===== src/rtl/mem_axi_lite_arb_if.sv =====
// ---------------------------------------------------------------------------
// mem_axi_lite_arb_if
// AXI4-Lite bus bundle between the core's AXI-Lite master and the
// mem_axi_lite_arb bridge.
//
// Signals (direction seen from the slave):
//   awaddr/awvalid in, awready out      write address channel
//   wdata/wstrb/wvalid in, wready out   write data channel
//   bresp/bvalid out, bready in         write response channel (00 OKAY, 10 SLVERR)
//   araddr/arvalid in, arready out      read address channel
//   rdata/rresp/rvalid out, rready in   read data channel (00 OKAY, 10 SLVERR)
//
// Modports: master (core side), slave (bridge side).
// ---------------------------------------------------------------------------
interface mem_axi_lite_arb_if #(
    parameter int DATA_WIDTH = 64,
    parameter int ADDR_WIDTH = 64
);
    logic [ADDR_WIDTH-1:0]   awaddr;
    logic                    awvalid;
    logic                    awready;
    logic [DATA_WIDTH-1:0]   wdata;
    logic [DATA_WIDTH/8-1:0] wstrb;
    logic                    wvalid;
    logic                    wready;
    logic [1:0]              bresp;
    logic                    bvalid;
    logic                    bready;
    logic [ADDR_WIDTH-1:0]   araddr;
    logic                    arvalid;
    logic                    arready;
    logic [DATA_WIDTH-1:0]   rdata;
    logic [1:0]              rresp;
    logic                    rvalid;
    logic                    rready;

    modport master (
        output awaddr, awvalid, wdata, wstrb, wvalid, bready, araddr, arvalid, rready,
        input  awready, wready, bresp, bvalid, arready, rdata, rresp, rvalid
    );

    modport slave (
        input  awaddr, awvalid, wdata, wstrb, wvalid, bready, araddr, arvalid, rready,
        output awready, wready, bresp, bvalid, arready, rdata, rresp, rvalid
    );
endinterface


===== src/rtl/mem_axi_lite_arb.sv =====
// ---------------------------------------------------------------------------
// mem_axi_lite_arb
// AXI4-Lite slave to single-port memory bridge. AW and W are captured
// independently (any order, or together) into holding registers; a pending
// write (AW and W both held) and a pending read compete for the one memory
// port, with alternation when both are pending. Each memory access is bounded
// by TIMEOUT cycles; an expired access completes with SLVERR.
//
// Ports:
//   clk        clock, all logic on posedge
//   rst        synchronous reset, active-high
//   axi        AXI4-Lite slave bundle (mem_axi_lite_arb_if.slave)
//   addr_mem   memory address (held awaddr during a write access, else held araddr)
//   wdata_mem  held write data
//   wmask_mem  held write strobes
//   rdata_mem  memory read data, valid together with valid_mem
//   valid_mem  memory access complete (only looked at while wen_mem|ren_mem)
//   wen_mem    memory write enable, held until completion
//   ren_mem    memory read enable, held until completion
// ---------------------------------------------------------------------------
module mem_axi_lite_arb #(
    parameter int DATA_WIDTH = 64,
    parameter int ADDR_WIDTH = 64,
    parameter int TIMEOUT    = 255
) (
    input  logic                    clk,
    input  logic                    rst,
    mem_axi_lite_arb_if.slave       axi,
    output logic [ADDR_WIDTH-1:0]   addr_mem,
    output logic [DATA_WIDTH-1:0]   wdata_mem,
    output logic [DATA_WIDTH/8-1:0] wmask_mem,
    input  logic [DATA_WIDTH-1:0]   rdata_mem,
    input  logic                    valid_mem,
    output logic                    wen_mem,
    output logic                    ren_mem
);

    localparam logic [2:0] S_IDLE  = 3'd0;
    localparam logic [2:0] S_WACC  = 3'd1;
    localparam logic [2:0] S_RACC  = 3'd2;
    localparam logic [2:0] S_BRESP = 3'd3;
    localparam logic [2:0] S_RRESP = 3'd4;

    localparam logic [1:0] RESP_OKAY   = 2'b00;
    localparam logic [1:0] RESP_SLVERR = 2'b10;

    // The counter only has to reach TIMEOUT-1; with TIMEOUT=0 it just wraps.
    localparam int            TW    = (TIMEOUT > 1) ? $clog2(TIMEOUT) : 1;
    localparam logic [TW-1:0] TLAST = TW'(TIMEOUT - 1);
    localparam bit            HAS_TIMEOUT = (TIMEOUT != 0);

    logic [2:0]              state;
    logic                    aw_full;
    logic                    w_full;
    logic                    ar_full;
    logic [ADDR_WIDTH-1:0]   aw_addr_q;
    logic [ADDR_WIDTH-1:0]   ar_addr_q;
    logic [DATA_WIDTH-1:0]   w_data_q;
    logic [DATA_WIDTH/8-1:0] w_strb_q;
    logic                    last_grant_wr;  // 0: last contended grant went to the read
    logic [TW-1:0]           tcnt;
    logic                    bvalid_q;
    logic [1:0]              bresp_q;
    logic                    rvalid_q;
    logic [1:0]              rresp_q;
    logic [DATA_WIDTH-1:0]   rdata_q;

    logic wr_req;
    logic rd_req;
    logic grant_wr;
    logic timeout_hit;

    assign wr_req = aw_full & w_full;
    assign rd_req = ar_full;
    // Write wins when it is alone, or when both wait and the read went last.
    assign grant_wr    = wr_req & (~rd_req | ~last_grant_wr);
    assign timeout_hit = HAS_TIMEOUT && (tcnt == TLAST);

    // Channel readiness comes straight from the flag registers, so a held
    // request blocks its channel until the matching response handshake.
    assign axi.awready = ~aw_full;
    assign axi.wready  = ~w_full;
    assign axi.arready = ~ar_full;
    assign axi.bvalid  = bvalid_q;
    assign axi.bresp   = bresp_q;
    assign axi.rvalid  = rvalid_q;
    assign axi.rresp   = rresp_q;
    assign axi.rdata   = rdata_q;

    assign addr_mem  = (state == S_WACC) ? aw_addr_q : ar_addr_q;
    assign wdata_mem = w_data_q;
    assign wmask_mem = w_strb_q;

    // NOTE: state is written with non-blocking assignments so every register
    // samples the pre-edge values; blocking here would chain updates in-cycle.
    always_ff @(posedge clk) begin
        if (rst) begin
            // NOTE: payload holding registers are reset too, so the mem-side
            // outputs derived from them are defined (zero) straight after reset.
            state         <= S_IDLE;
            aw_full       <= 1'b0;
            w_full        <= 1'b0;
            ar_full       <= 1'b0;
            aw_addr_q     <= '0;
            ar_addr_q     <= '0;
            w_data_q      <= '0;
            w_strb_q      <= '0;
            last_grant_wr <= 1'b0;
            tcnt          <= '0;
            wen_mem       <= 1'b0;
            ren_mem       <= 1'b0;
            bvalid_q      <= 1'b0;
            bresp_q       <= RESP_OKAY;
            rvalid_q      <= 1'b0;
            rresp_q       <= RESP_OKAY;
            rdata_q       <= '0;
        end else begin
            // Independent capture of each request channel.
            if (axi.awvalid && !aw_full) begin
                aw_full   <= 1'b1;
                aw_addr_q <= axi.awaddr;
            end
            if (axi.wvalid && !w_full) begin
                w_full   <= 1'b1;
                w_data_q <= axi.wdata;
                w_strb_q <= axi.wstrb;
            end
            if (axi.arvalid && !ar_full) begin
                ar_full   <= 1'b1;
                ar_addr_q <= axi.araddr;
            end

            case (state)
                S_IDLE: begin
                    if (grant_wr) begin
                        state   <= S_WACC;
                        wen_mem <= 1'b1;
                        tcnt    <= '0;
                        if (rd_req) last_grant_wr <= 1'b1;
                    end else if (rd_req) begin
                        state   <= S_RACC;
                        ren_mem <= 1'b1;
                        tcnt    <= '0;
                        if (wr_req) last_grant_wr <= 1'b0;
                    end
                end

                S_WACC: begin
                    // valid_mem is checked first so it beats a same-cycle timeout.
                    if (valid_mem || timeout_hit) begin
                        state    <= S_BRESP;
                        wen_mem  <= 1'b0;
                        bvalid_q <= 1'b1;
                        bresp_q  <= valid_mem ? RESP_OKAY : RESP_SLVERR;
                    end else begin
                        tcnt <= tcnt + TW'(1);
                    end
                end

                S_RACC: begin
                    if (valid_mem || timeout_hit) begin
                        state    <= S_RRESP;
                        ren_mem  <= 1'b0;
                        rvalid_q <= 1'b1;
                        rresp_q  <= valid_mem ? RESP_OKAY : RESP_SLVERR;
                        rdata_q  <= valid_mem ? rdata_mem : '0;
                    end else begin
                        tcnt <= tcnt + TW'(1);
                    end
                end

                S_BRESP: begin
                    if (axi.bready) begin
                        state    <= S_IDLE;
                        bvalid_q <= 1'b0;
                        aw_full  <= 1'b0;
                        w_full   <= 1'b0;
                    end
                end

                S_RRESP: begin
                    if (axi.rready) begin
                        state    <= S_IDLE;
                        rvalid_q <= 1'b0;
                        ar_full  <= 1'b0;
                    end
                end

                default: begin
                    state   <= S_IDLE;
                    wen_mem <= 1'b0;
                    ren_mem <= 1'b0;
                end
            endcase
        end
    end

endmodule


===== src/flat_wrapper.sv =====
// flat-port wrapper written by rule: the top's interface ports become plain ports
module mem_axi_lite_arb_flat 
#(
    parameter int DATA_WIDTH = 64,
    parameter int ADDR_WIDTH = 64,
    parameter int TIMEOUT    = 255
)
  (clk, rst, addr_mem, wdata_mem, wmask_mem, rdata_mem, valid_mem, wen_mem, ren_mem, axi_awaddr, axi_awvalid, axi_wdata, axi_wstrb, axi_wvalid, axi_bready, axi_araddr, axi_arvalid, axi_rready, axi_awready, axi_wready, axi_bresp, axi_bvalid, axi_arready, axi_rdata, axi_rresp, axi_rvalid);
  mem_axi_lite_arb_if #(.DATA_WIDTH(DATA_WIDTH), .ADDR_WIDTH(ADDR_WIDTH)) axi_i ();
  input  logic clk;
  input  logic rst;
  output logic [ADDR_WIDTH-1:0] addr_mem;
  output logic [DATA_WIDTH-1:0] wdata_mem;
  output logic [DATA_WIDTH/8-1:0] wmask_mem;
  input  logic [DATA_WIDTH-1:0] rdata_mem;
  input  logic valid_mem;
  output logic wen_mem;
  output logic ren_mem;
  input wire logic [$bits(axi_i.awaddr)-1:0] axi_awaddr;
  input wire logic [$bits(axi_i.awvalid)-1:0] axi_awvalid;
  input wire logic [$bits(axi_i.wdata)-1:0] axi_wdata;
  input wire logic [$bits(axi_i.wstrb)-1:0] axi_wstrb;
  input wire logic [$bits(axi_i.wvalid)-1:0] axi_wvalid;
  input wire logic [$bits(axi_i.bready)-1:0] axi_bready;
  input wire logic [$bits(axi_i.araddr)-1:0] axi_araddr;
  input wire logic [$bits(axi_i.arvalid)-1:0] axi_arvalid;
  input wire logic [$bits(axi_i.rready)-1:0] axi_rready;
  output wire logic [$bits(axi_i.awready)-1:0] axi_awready;
  output wire logic [$bits(axi_i.wready)-1:0] axi_wready;
  output wire logic [$bits(axi_i.bresp)-1:0] axi_bresp;
  output wire logic [$bits(axi_i.bvalid)-1:0] axi_bvalid;
  output wire logic [$bits(axi_i.arready)-1:0] axi_arready;
  output wire logic [$bits(axi_i.rdata)-1:0] axi_rdata;
  output wire logic [$bits(axi_i.rresp)-1:0] axi_rresp;
  output wire logic [$bits(axi_i.rvalid)-1:0] axi_rvalid;
  assign axi_i.awaddr = axi_awaddr;
  assign axi_i.awvalid = axi_awvalid;
  assign axi_i.wdata = axi_wdata;
  assign axi_i.wstrb = axi_wstrb;
  assign axi_i.wvalid = axi_wvalid;
  assign axi_i.bready = axi_bready;
  assign axi_i.araddr = axi_araddr;
  assign axi_i.arvalid = axi_arvalid;
  assign axi_i.rready = axi_rready;
  assign axi_awready = axi_i.awready;
  assign axi_wready = axi_i.wready;
  assign axi_bresp = axi_i.bresp;
  assign axi_bvalid = axi_i.bvalid;
  assign axi_arready = axi_i.arready;
  assign axi_rdata = axi_i.rdata;
  assign axi_rresp = axi_i.rresp;
  assign axi_rvalid = axi_i.rvalid;
  mem_axi_lite_arb #(.DATA_WIDTH(DATA_WIDTH), .ADDR_WIDTH(ADDR_WIDTH), .TIMEOUT(TIMEOUT)) u_core (.clk(clk), .rst(rst), .axi(axi_i), .addr_mem(addr_mem), .wdata_mem(wdata_mem), .wmask_mem(wmask_mem), .rdata_mem(rdata_mem), .valid_mem(valid_mem), .wen_mem(wen_mem), .ren_mem(ren_mem));
endmodule

===== config.mk =====
export PLATFORM = sky130hd
export DESIGN_NAME = mem_axi_lite_arb_flat
export DESIGN_NICKNAME = d
export VERILOG_FILES = /design/src/rtl/mem_axi_lite_arb_if.sv /design/src/rtl/mem_axi_lite_arb.sv /design/src/flat_wrapper.sv
export SDC_FILE = /design/constraint.sdc
export NUM_CORES = 1
export LEC_CHECK = 0
export BUFFER_PORTS_ARGS = -buffer_cell sky130_fd_sc_hd__buf_4
export CAP_MARGIN = 40
export CORE_AREA = 3 3 185 187
export DETAILED_ROUTE_END_ITERATION = 6
export DIE_AREA = 0 0 188 190
export GPL_ROUTABILITY_DRIVEN = 1
export PLACE_DENSITY = 0.71
export SLEW_MARGIN = 20
export SYNTH_ARGS = -nofsm -noshare
export SYNTH_HDL_FRONTEND = slang
export SYNTH_SLANG_ARGS = --single-unit

===== constraint.sdc =====
create_clock -name clk -period 4.15 [get_ports clk]
set_input_delay 0.415 -clock clk [delete_from_list [all_inputs] [get_ports clk]]
set_output_delay 0.415 -clock clk [all_outputs]
set_load 0.01 [all_outputs]

==> flow_summary.toml <==
[run_status]
status = "complete, no violations"

[timing]
finalCritPeriodShare = 0.7545
setup_violations = 0
finClkSkew_ns = 0.008402
setup_tns_ns = 0
grt_setup_unrepaired = "false"
worst_slew_pin_slew_ns = 0.8326
fin_crit_ns = 3.131
hold_violations = 0
drv_slew = 0
relSlewSlack = 0.4449
fmax_ghz = 0.3194

[clock_tree]
insertion_delay_ns = 0.49
htree_levels = 2
clockRootBuffer = "clkbuf_16"
clkSinkCount = 285
hold_buffers = 0
clk_pin_slew_worst_paths_ns = 0.06
clock_path_buffers = 3
post_cts_resized = 0
cts_tree = "done"
cts_setup_buffers = 0
cts_made_buffers = 34

[setup_path]
crit_top_cell = "buf_4"
startpoint = "u_core.state[0]"
critPathKind = "reg2out"
slowest_stage = "buf_4"
critPathMaxFanout = 60
cp_cell_sequence = "inv_1 > nor3_2 > buf_4 > mux2_2 > buf_4"
worstPathArrival_ns = 2.72
start_kind = "register"
required_ns = 3.73
critPathCaptureType = "primary output"
reg2reg_from = "u_core.state[1]"
max_stage_delay_ns = 0.67

[grt]
grt_use_met3 = 0.06044
track_usage = 0.1898
busiest_layer = "met2"
grt_pass1_vias = 10340
antenna_found_initial = 2
grt_use_met1 = 0.2325
grt_remaining_overflow = 0
grt_pass1_wl_um = 55680
use_met2 = 0.3152
grt_start_max_net_pins = 141

[cells_and_area]
layout_commonest_cell = "buf_4"
fillCellCount = 3069
final_cell_mix = "buf_4 (490), nand2_1 (468), dfxtp_1 (285), a21oi_1 (269), o21ai_0 (67)"
drive_gt1_frac = 0.3468
final_nets = 2055
syn_to_final_growth_pct = 47.26
diodes = 0

[job]
cap_violations = 0

[placed_design]
dp_hpwl_um = 25630
gp_congestion = 0.8599
portBuffers = 480

[route]
vias = 10970
vias_per_cell = 4.890
antenna_left = 0
avgRoutedWirePerCell_um = 16.35
drcViolationCount = 0
drtIter0Drc = 678
first_pass_iters = 5
totalWireLength_um = 36700

[floorplanning]
die-area_um2 = 35720
io_pins = 483
core_area_um2 = 32620
die_x_um = 188
start_util = 0.3347
die_y_um = 190
rows = 66

[synth]
ys_types = 40
syn_area_um2 = 10920
ys_ff_latch = 285
avgSynthCellArea_um2 = 8.040
ys_seq_area_frac = 0.5226
yosys.area.top_type_share = 0.5226
synth_largest_area_cell = "dfxtp_1"
async_flop_share = 0
yosysWarnings = 0
syn-instance-count = 1358
synth_edf_count = 0
synth_flop_cell = "dfxtp_1"
ys_top_cells_by_area = "dfxtp_1 (52%), nand2_1 (16%), a21oi_1 (12%)"

[power]
peakVddDrop_mv = 0.3616
powerDensity_nw_per_um2 = 466.6
p_leak_nw = 6.913
total_power_mw = 7.501

[hold_path]
worst_hold_path_type = "in2reg"
hold_start = "axi_wvalid"
-- worst paths after layout --
| check | end | slack (ns) | cells after the start |
|---|---|---|---|
| worst max-delay path | addr_mem[1] | 1.02 | 5 |
| worst min-delay path | u_core.w_full | 0.14 | 2 |
| worst max register to register | u_core.axi.rdata[18] | 1.49 | 6 |
| worst min register to register | u_core.ar_addr_q[13] | 0.45 | 2 |
-- cells by family (layout without fill, tap and decap cells) --
logic type | Yosys count | count (layout) | synth area share
other cells | 1 | 2 | 0.0003435
buf+inv | 116 | 559 | 0.04217
simple gates | 514 | 514 | 0.1845
compound gates | 373 | 373 | 0.1796
flops | 285 | 285 | 0.5226
fa+ha+maj | 2 | 2 | 0.002292
mux | 65 | 65 | 0.06693
xor+xnor | 2 | 2 | 0.001605
-- cell usage after synthesis (all sizes together) (5+ instances only) --
cell	number
inv	7
dfxtp	285
o211ai	6
nor3	5
nand4	5
a31oi	10
o21ai	67
mux2	64
nand3	5
nand2	471
buf	21
o21a	8
clkbuf	88
nor2	8
a21oi	270
-- state kept, by name, summed over array words and instances, names as in the netlist --
name,cells
u_core.ar_full,1
u_core.axi.bresp,1
u_core.wen_mem,1
u_core.axi.rresp,1
u_core.tcnt,8
u_core.aw_addr_q,64
u_core.axi.rdata,64
u_core.state,3
u_core.axi.bvalid,1
u_core.last_grant_wr,1
u_core.ar_addr_q,64
u_core.ren_mem,1
u_core.axi.rvalid,1
u_core.w_full,1
u_core.wmask_mem,8
u_core.aw_full,1
u_core.wdata_mem,64
-- report_power, final --
part           switching (mW)  internal (mW)  leakage, nW
clock                    1.13           1.97        0.587
sequential              0.137           2.94         2.33
combinational           0.708          0.608         3.99
-- worst max-delay path, delay by kind of cell, from the launching register on --
kind                   cells  cell delay [ns]
DFF                        1             0.57
and+or+nand+nor            1             0.20
buffers and inverters      3             0.97
muxes                      1             0.43
-- area by class of cell --
type | count | area (um^2) | area share
inverters | 7 | 26.28 | 0.001634
clock buffers | 51 | 1079 | 0.06708
flip-flops and latches | 285 | 5705 | 0.3549
multi-input cells | 958 | 4811 | 0.2992
well taps | 442 | 553.0 | 0.03440
repair buffers | 495 | 3795 | 0.2360
clock inverters | 6 | 108.9 | 0.006770
-- layer usage --
layer	wire, um	up-vias
met4	1205	4
met5	21	-
met2	17480	440
met1	14680	5095
met3	3311	79
li1	-	5356
-- through the flow --
stage | area [um^2] | hold slack, ns | setup WS (ns) | utilization | instances
4_1_cts | 16070 | 0.1190 | 1.011 | 0.4927 | 2243
3_3_place_gp | 14800 | 0.4413 | 1.581 | 0.4537 | 2183
5_1_grt | 16080 | 0.1269 | 0.8515 | 0.4929 | 2244
2_1_floorplan | 10920 | 0.4329 | 2.165 | - | 1359
3_5_place_dp | 14880 | 0.4462 | 1.517 | 0.4563 | 2186
6_report | 16080 | 0.1436 | 1.019 | 0.4929 | 2244
Power figures use the tool's default switching activity.
